<file path="src/rtl/seg7_scan_ctrl.sv">
// ============================================================================
// Module      : seg7_scan_ctrl
// Description : Time-multiplexed scan controller for a common-anode 7-segment
//               display with blanking dead time and tear-free value loading.
// Revision    : 1.0 - initial release
// ============================================================================
`default_nettype none

module seg7_scan_ctrl #(
    parameter int NUM_DIGITS     = 4,
    parameter int ON_CYCLES      = 4000,
    parameter int BLANK_CYCLES   = 16,
    parameter int SEG_ACTIVE_LOW = 1,
    parameter int DIG_ACTIVE_LOW = 1
) (
    input  logic                      clk,
    input  logic                      rst,
    input  logic                      wr_valid,
    output logic                      wr_ready,
    input  logic [4*NUM_DIGITS-1:0]   wr_data,
    input  logic [NUM_DIGITS-1:0]     wr_dp,
    input  logic [NUM_DIGITS-1:0]     blank_mask,
    output logic [6:0]                seg_out,
    output logic                      dp_out,
    output logic [NUM_DIGITS-1:0]     dig_sel,
    output logic                      frame_done
);

    localparam int c_MAX_CYC = (ON_CYCLES > BLANK_CYCLES) ? ON_CYCLES : BLANK_CYCLES;
    localparam int c_TMR_W   = $clog2(c_MAX_CYC + 1);
    localparam int c_IDX_W   = $clog2(NUM_DIGITS);

    localparam logic [6:0]            c_SEG_XOR = (SEG_ACTIVE_LOW != 0) ? 7'h7F : 7'h00;
    localparam logic                  c_DP_XOR  = (SEG_ACTIVE_LOW != 0);
    localparam logic [NUM_DIGITS-1:0] c_DIG_XOR = (DIG_ACTIVE_LOW != 0) ? {NUM_DIGITS{1'b1}}
                                                                        : {NUM_DIGITS{1'b0}};

    typedef enum logic [0:0] {
        ST_BLANK = 1'b0,
        ST_DRIVE = 1'b1
    } state_t;

    state_t                  r_state;
    logic [c_IDX_W-1:0]      r_idx;
    logic [c_TMR_W-1:0]      r_timer;
    logic [4*NUM_DIGITS-1:0] r_disp_data;
    logic [NUM_DIGITS-1:0]   r_disp_dp;
    logic [4*NUM_DIGITS-1:0] r_shadow_data;
    logic [NUM_DIGITS-1:0]   r_shadow_dp;
    logic                    r_pending;
    logic                    r_wr_ready;
    logic                    r_frame_done;
    logic [6:0]              r_seg;
    logic                    r_dp;
    logic [NUM_DIGITS-1:0]   r_dig;

    logic                    w_blank_done;
    logic                    w_drive_done;
    logic                    w_idx_last;
    logic [c_IDX_W-1:0]      w_idx_next;
    logic                    w_copy;
    logic                    w_accept;
    logic [4*NUM_DIGITS-1:0] w_disp_data_nxt;
    logic [NUM_DIGITS-1:0]   w_disp_dp_nxt;
    logic                    w_drive_nxt;
    logic                    w_lit;
    logic [3:0]              w_nibble;
    logic                    w_dp_bit;
    logic                    w_mask_bit;
    logic [NUM_DIGITS-1:0]   w_onehot;
    logic [6:0]              w_seg_dec;

    assign w_blank_done = (r_state == ST_BLANK) && (r_timer == c_TMR_W'(BLANK_CYCLES - 1));
    assign w_drive_done = (r_state == ST_DRIVE) && (r_timer == c_TMR_W'(ON_CYCLES - 1));
    assign w_idx_last   = (r_idx == c_IDX_W'(NUM_DIGITS - 1));
    assign w_idx_next   = w_idx_last ? '0 : r_idx + c_IDX_W'(1);

    // The shadow only reaches the display at the start of digit 0, so a frame never tears.
    assign w_copy          = w_blank_done && (r_idx == '0) && r_pending;
    assign w_accept        = wr_valid && r_wr_ready;
    assign w_disp_data_nxt = w_copy ? r_shadow_data : r_disp_data;
    assign w_disp_dp_nxt   = w_copy ? r_shadow_dp   : r_disp_dp;

    // Outputs are registered, so they are computed from the state being entered.
    assign w_drive_nxt = w_blank_done || ((r_state == ST_DRIVE) && !w_drive_done);
    assign w_lit       = w_drive_nxt && !w_mask_bit;

    always_comb begin
        w_nibble   = 4'h0;
        w_dp_bit   = 1'b0;
        w_mask_bit = 1'b0;
        w_onehot   = '0;
        for (int i = 0; i < NUM_DIGITS; i++) begin
            if (r_idx == c_IDX_W'(i)) begin
                w_nibble    = w_disp_data_nxt[i*4 +: 4];
                w_dp_bit    = w_disp_dp_nxt[i];
                w_mask_bit  = blank_mask[i];
                w_onehot[i] = 1'b1;
            end
        end
    end

    always_comb begin
        w_seg_dec = 7'h00;
        case (w_nibble)
            4'h0: w_seg_dec = 7'h3F;
            4'h1: w_seg_dec = 7'h06;
            4'h2: w_seg_dec = 7'h5B;
            4'h3: w_seg_dec = 7'h4F;
            4'h4: w_seg_dec = 7'h66;
            4'h5: w_seg_dec = 7'h6D;
            4'h6: w_seg_dec = 7'h7D;
            4'h7: w_seg_dec = 7'h07;
            4'h8: w_seg_dec = 7'h7F;
            4'h9: w_seg_dec = 7'h6F;
            4'hA: w_seg_dec = 7'h77;
            4'hB: w_seg_dec = 7'h7C;
            4'hC: w_seg_dec = 7'h39;
            4'hD: w_seg_dec = 7'h5E;
            4'hE: w_seg_dec = 7'h79;
            default: w_seg_dec = 7'h71;
        endcase
    end

    always_ff @(posedge clk) begin
        if (rst) begin
            r_state       <= ST_BLANK;
            r_idx         <= '0;
            r_timer       <= '0;
            r_disp_data   <= '0;
            r_disp_dp     <= '0;
            r_shadow_data <= '0;
            r_shadow_dp   <= '0;
            r_pending     <= 1'b0;
            r_wr_ready    <= 1'b1;
            r_frame_done  <= 1'b0;
            r_seg         <= c_SEG_XOR;
            r_dp          <= c_DP_XOR;
            r_dig         <= c_DIG_XOR;
        end else begin
            case (r_state)
                ST_BLANK: begin
                    if (w_blank_done) begin
                        r_state <= ST_DRIVE;
                        r_timer <= '0;
                    end else begin
                        r_timer <= r_timer + c_TMR_W'(1);
                    end
                end
                ST_DRIVE: begin
                    if (w_drive_done) begin
                        r_state <= ST_BLANK;
                        r_timer <= '0;
                        r_idx   <= w_idx_next;
                    end else begin
                        r_timer <= r_timer + c_TMR_W'(1);
                    end
                end
                default: begin
                    r_state <= ST_BLANK;
                    r_timer <= '0;
                end
            endcase

            // A copy and an accept cannot coincide: accepting needs ready, which implies no pending.
            if (w_copy) begin
                r_disp_data <= r_shadow_data;
                r_disp_dp   <= r_shadow_dp;
                r_pending   <= 1'b0;
                r_wr_ready  <= 1'b1;
            end else if (w_accept) begin
                r_shadow_data <= wr_data;
                r_shadow_dp   <= wr_dp;
                r_pending     <= 1'b1;
                r_wr_ready    <= 1'b0;
            end

            r_frame_done <= w_drive_done && w_idx_last;
            r_seg        <= (w_lit ? w_seg_dec : 7'h00) ^ c_SEG_XOR;
            r_dp         <= (w_lit && w_dp_bit) ^ c_DP_XOR;
            r_dig        <= (w_lit ? w_onehot : {NUM_DIGITS{1'b0}}) ^ c_DIG_XOR;
        end
    end

    assign wr_ready   = r_wr_ready;
    assign frame_done = r_frame_done;
    assign seg_out    = r_seg;
    assign dp_out     = r_dp;
    assign dig_sel    = r_dig;

endmodule

`default_nettype wire
</file>
<file path="config.mk">
export PLATFORM = sky130hd
export DESIGN_NAME = seg7_scan_ctrl
export DESIGN_NICKNAME = d
export VERILOG_FILES = /design/src/rtl/seg7_scan_ctrl.sv
export SDC_FILE = /design/constraint.sdc
export NUM_CORES = 1
export LEC_CHECK = 0
export CORE_MARGIN = 2
export CORE_UTILIZATION = 53
export DETAILED_ROUTE_END_ITERATION = 10
export PLACE_DENSITY = 0.88
export RECOVER_POWER = 100
export SLEW_MARGIN = 0
export SYNTH_ARGS = -nofsm -noshare
export SYNTH_HDL_FRONTEND = slang
export SYNTH_SLANG_ARGS = --single-unit
export TNS_END_PERCENT = 1
</file>
<file path="constraint.sdc">
create_clock -name clk -period 8.3 [get_ports clk]
set_input_delay 1.245 -clock clk [delete_from_list [all_inputs] [get_ports clk]]
set_output_delay 1.245 -clock clk [all_outputs]
set_load 0.02 [all_outputs]
</file>
==> out/metrics.cfg, run 1 <==
[grt]
grt_util_met1_pct = 25.8
use_met2_pct = 33.4
grt_max_degree = 47
grt_overflow = 0
antenna_found_initial = 0
grt_pass1_wl_mm = 10.0
grt_use_total_pct = 21.0
grt_pass1_vias = 2195
grt_use_met3_pct = 4.30
top_usage_layer = met2

[place]
io_buffers = 40
hpwl_mm = 4.34
pre_cts_slack_ns = 4.90
place.gp.congestion = 0.920

[pwr]
clkPwrFrac_pct = 42.9
p_total_uw = 671
power.density_nw_per_um2 = 184
p_leak_nw = 1.38
switching_share_pct = 21.3
seqPwrFrac_pct = 51.9
pwr-share-comb_pct = 5.2
p_int_uw = 528
p_sw_uw = 143
vdd_drop_max_mv = 0.121

[timing]
slew_violations = 47
skew_ns = 0.00754
report.final.setup_viol = 0
finalCritPeriodShare_pct = 47.0
finalCriticalPeriod_ns = 3.90
worstMarginPinSlew_ns = 1.95
timing.final.ws_setup_ns = 4.40
hold_viol = 0
tns_ns = 0
fmax_mhz = 256
rsz0062_at_grt = false
max-slew-margin-rel_pct = -30.1

[routing]
post_drt_wl_per_cell_um = 14.0
route.antenna.remaining_nets = 0
drc = 0
wl_mm = 6.31
drtIter0Drc = 175
first_pass_iters = 4
drt-vias-per-instance = 5.35
vias = 2413

[floorplanning]
die-area_um2 = 6370
die_h_um = 79.8
core_um2 = 5540
start_util_pct = 55.0
ioPinCount = 41
rows = 27
die_w_um = 79.8

[worst_setup_path]
cp_max_fo = 46
critical_path_arrival_ns = 4.18
crit_path_start_kind = input pin
cp.required_ns = 8.58
criticalPathCategory = input pin to register
worstSetupEndpointType = register

[clock_network]
clock_latency_ns = 0.35
clk_pin_slew_ns = 0.07
cts_made_buffers = 9
postCtsSetupBuffers = 0
htreeDepth = 3
clockBufferDepth = 2
tritoncts = built
ctsHoldBuffers = 0
cts_root_buffer = clkbuf_8
postCtsResizedCells = 0
clock_sinks = 70

[synthesis]
avgSynthCellArea_um2 = 8.99
ys_ff_latch = 70
yosys_warnings = 0
synth_nets = 377
synth_edf_count = 0
async_reset_ff_share_pct = 0
yosysSeqAreaShare_pct = 46.0
syn_area_um2 = 3050
synth.distinct_cells = 46
ys.flop_type = dfxtp_1
postSynthCellCount = 339

[flow_run]
cap_violations = 1

[final_layout]
layout_commonest_cell = dfxtp_1
area_growth_pct = 19.9
nNetsFinal = 413
final_layout_size_suffix_gt1_share_pct = 6.86
fin_util_pct = 65.9
diodes = 0
final_cell_mix = dfxtp_1 (70), nand2_1 (56), nor2_1 (38)

[outcome]
status = complete, but fails checks
violations = capacitance limit, slew limit

[min_path]
holdCritPathClass = register to register

## layer usage
metal,share of wire (%),up-vias
met5,0,-
met4,3.2,0
met3,4.7,17
met2,47,67
met1,45,1112
li1,-,1217
## registers in the layout (all words and copies together) (netlist names), 2 cells and up
name and flops:
r_timer 12, seg_out 7, r_shadow_data 16, dig_sel 4, r_disp_data 16, r_disp_dp 4, r_shadow_dp 4, r_idx 2
## area by class of cell
| class | count | area, um^2 |
|---|---|---|
| fillers | 435 | 1890 |
| multi-input cells | 239 | 1500 |
| flip-flops and latches | 70 | 1400 |
| repair buffers | 42 | 408 |
| clock buffers | 11 | 131 |
| well taps | 72 | 90.1 |
| clock inverters | 4 | 72.6 |
| inverters | 13 | 48.8 |
## kinds of logic after synthesis
family	share of synthesized area [%]
simple gates	22.3
flops	46.0
compound gates	11.2
buf+inv	4.76
mux	8.30
fa+ha+maj	4.52
xor+xnor	2.87
## synthesized netlist by cell type (all sizes together), types with 4 or more instances
cell / count / area, um^2
o21ai: 7 / 35.0
inv: 13 / 48.8
nand3: 14 / 80.1
xnor2: 4 / 35.0
nor2: 39 / 154
mux2i: 20 / 200
ha: 11 / 138
o211ai: 4 / 35.0
nor3: 8 / 40.0
nor2b: 4 / 25.0
a21oi: 28 / 140
clkbuf: 10 / 37.5
nand2: 56 / 210
and3: 7 / 43.8
nand4: 4 / 31.3
buf: 7 / 58.8
xor2: 6 / 52.6
dfxtp: 70 / 1400
## metrics by stage
| step | instance area (um^2) | hold WS [ns] | std cells |
|---|---|---|---|
| after detailed placement | 3460 | 0.439 | 436 |
| after global routing | 3650 | 0.477 | 451 |
| after CTS | 3660 | 0.452 | 451 |
| after floorplan | 3050 | 0.418 | 339 |
| final | 3650 | 0.451 | 451 |
| after global placement | 3460 | 0.430 | 436 |
## power groups by stage
stage,Sequential [mW],Combinational [mW],Clock [mW]
final,0.348,0.0347,0.288
after global routing,0.349,0.0386,0.306
after CTS,0.348,0.0355,0.292
after detailed placement,0.356,0.0354,0
after global placement,0.356,0.0343,0
after floorplan,0.354,0.0183,0
## critical path, stage by stage
cell           delay [ns]
dlygate4sd3_1        0.52
clkbuf_1             1.39
nor2_1               0.18
o21a_1               0.23
o21a_1               0.25
and3_1               0.23
a31oi_1              0.12
## final timing paths
check             startpoint          to  slack (ns)  cells past startpoint
setup / recovery         rst  seg_out[3]        4.40                      7
hold / removal    r_timer[0]  r_timer[0]        0.45                      1
setup reg to reg    r_idx[0]  seg_out[3]        4.81                     14
hold reg to reg   r_timer[0]  r_timer[0]        0.45                      1
Power figures use the tool's default switching activity.
==> inputs of run 2 (changes only) <==
==> constraint.sdc (replaced) <==
create_clock -name clk -period 3.8 [get_ports clk]
set_input_delay 0.57 -clock clk [delete_from_list [all_inputs] [get_ports clk]]
set_output_delay 0.57 -clock clk [all_outputs]
set_load 0.02 [all_outputs]
==> run 2 against run 1 <==
Effect of this change:
- the flow now finishes without violations
- first-iteration DRC count down 21%
- sequential power up 120%
- wire length about the same
- power up 110%
- register-to-register slack worse by 4.4 ns
- worst hold slack worse by 0.0055 ns
- non-clock buffer count up 2
- worst setup slack worse by 4.0 ns
- core utilization down 0.16 points
- count of clock-buffer cells in the layout up 2
- sequential cell count unchanged
- largest cell class unchanged
==> out/metrics.cfg, run 2 (same netlist as run 1, synthesis figures left out) <==
[clock_network]
postCtsResizedCells = 0
tritoncts = built
clock_latency_ns = 0.34
postCtsSetupBuffers = 0
clock_sinks = 70
htreeDepth = 3
clk_pin_slew_ns = 0.07
ctsHoldBuffers = 0
cts_made_buffers = 9
cts_root_buffer = clkbuf_8
clockBufferDepth = 2

[timing]
tns_ns = 0
whs_ns = 0.446
max-slew-margin-rel_pct = 27.8
finalCriticalPeriod_ns = 3.40
skew_ns = 0.0114
fmax_mhz = 294
hold_viol = 0
finalCritPeriodShare_pct = 89.5
rsz0062_at_grt = false
slew_violations = 0
worstMarginPinSlew_ns = 1.08
report.final.setup_viol = 0

[worst_setup_path]
r2r-end = seg_out[3]
critical_path_arrival_ns = 3.67
path_common_cell = inv_1
cp_max_fo = 16
worst-path-buf-inv = 3
rr_startpoint = r_idx[0]
cp_num_cells = 14
crit_chain = inv_1 -> ha_1 -> nand2_1 -> or2_0 -> nor2_4 -> mux2_1 -> a221oi_1 -> a221oi_2 -> inv_1 -> ha_1 -> inv_1 -> mux2i_1 -> and3_1 -> a31oi_1
critPathLaunch = r_idx[0]
max_stage_delay_ns = 0.45
critical-path-top-delay-family = simple AND/OR/NAND/NOR gates
worstSetupEndpoint = seg_out[3]
criticalPathCategory = register to register
worstSetupEndpointType = register
cp.required_ns = 4.07
cp_slowest_cell = nor2_4
ff2ff_setup_slack_ns = 0.40
r2r_cells = 14
crit_path_start_kind = register

[pwr]
vdd_drop_max_mv = 0.273
power.density_nw_per_um2 = 382
p_leak_nw = 1.39

[final_layout]
final_cell_mix = dfxtp_1 (70), nand2_1 (56), nor2_1 (38)
diodes = 0
fill_cells = 472
ff_latch_area_um2 = 1400
multiInputGateArea_um2 = 1490
layout_commonest_cell = dfxtp_1
area_growth_pct = 19.6
reg.largest.list = r_disp_data (16), r_shadow_data (16), r_timer (12)
nNetsFinal = 415
final_layout_size_suffix_gt1_share_pct = 7.07

[grt]
antenna_found_initial = 0
grt_max_degree = 46
grt_use_total_pct = 21.6
grt_pass1_vias = 2312
grt_overflow = 0
grt_pass1_wl_mm = 10.6

[routing]
route.antenna.remaining_nets = 0
drc = 0
first_pass_iters = 4
vias = 2392
drtIter0Drc = 138
post_drt_wl_per_cell_um = 13.9
drt-vias-per-instance = 5.27
wl_mm = 6.31

[outcome]
status = finished, final reports clean

[floorplanning]
die_w_um = 79.8
rows = 27
ioPinCount = 41
die_h_um = 79.8
core_um2 = 5540
die-area_um2 = 6370
start_util_pct = 55.0

[place]
place.gp.congestion = 0.944
io_buffers = 40
hpwl_mm = 4.53

[flow_run]
cap_violations = 0

[min_path]
holdCritPathClass = register to register

==> run 2: changes by cell type in the layout (fill, tap and decap cells not counted), sizes merged <==
cell	before	now
buf	0	3
clkinv	1	2
clkdlybuf4s50	25	26
clkbuf	13	14
dlygate4sd3	15	14
bufinv	2	0
==> run 2: through the flow <==
stage	instances	setup WS, ns	power, mW	area (um^2)	util, %
after floorplan	339	1.08	0.814	3050	-
after global routing	454	0.118	1.44	3640	65.8
after CTS	454	0.484	1.40	3660	66.0
final	454	0.399	1.39	3640	65.8
after detailed placement	438	0.499	0.855	3470	62.6
after global placement	438	0.680	0.852	3470	62.6
==> run 2: where the power goes <==
group / internal [mW] / total (mW) / switching, mW
sequential: 0.750 / 0.760 / 0.0108
combinational: 0.0393 / 0.0777 / 0.0384
clock: 0.288 / 0.553 / 0.265
total: 1.08 / 1.39 / 0.314
==> run 2: final cells by class <==
type | count | area share [%]
well taps | 72 | 2.47
clock inverters | 3 | 0.481
clock buffers | 13 | 4.64
multi-input cells | 239 | 40.9
inverters | 13 | 1.34
repair buffers | 44 | 11.7
flip-flops and latches | 70 | 38.5
==> run 2: worst min path at each step <==
stage,from,endpoint,slack [ns],cells after the start
2_1_floorplan,r_timer[0],r_timer[0],0.42,1
3_3_place_gp,r_timer[0],r_timer[0],0.43,1
3_5_place_dp,r_timer[0],r_timer[0],0.44,1
4_1_cts,r_timer[0],r_timer[0],0.45,1
5_1_grt,r_shadow_data[7],r_shadow_data[7],0.48,2
6_report,r_timer[0],r_timer[0],0.45,1
==> run 2: routing by layer <==
| metal | routed length (um) | part of all wire [%] | up-vias | track usage (%) |
|---|---|---|---|---|
| met5 | 0 | 0 | - | 0 |
| met4 | 138 | 2.2 | 0 | 10.3 |
| met2 | 3000 | 47 | 66 | 34.3 |
| met1 | 2840 | 45 | 1088 | 26.5 |
| met3 | 335 | 5.3 | 14 | 6.67 |
| li1 | - | - | 1224 | - |
==> run 2: worst register-to-register path, stage by stage (launching register included) <==
cell and delay (ns):
dfxtp_1 0.35, inv_1 0.09, ha_1 0.29, nand2_1 0.10, or2_0 0.33, nor2_4 0.45
mux2_1 0.39, a221oi_1 0.37, a221oi_2 0.13, inv_1 0.15, ha_1 0.26, inv_1 0.06
mux2i_1 0.06, and3_1 0.19, a31oi_1 0.12
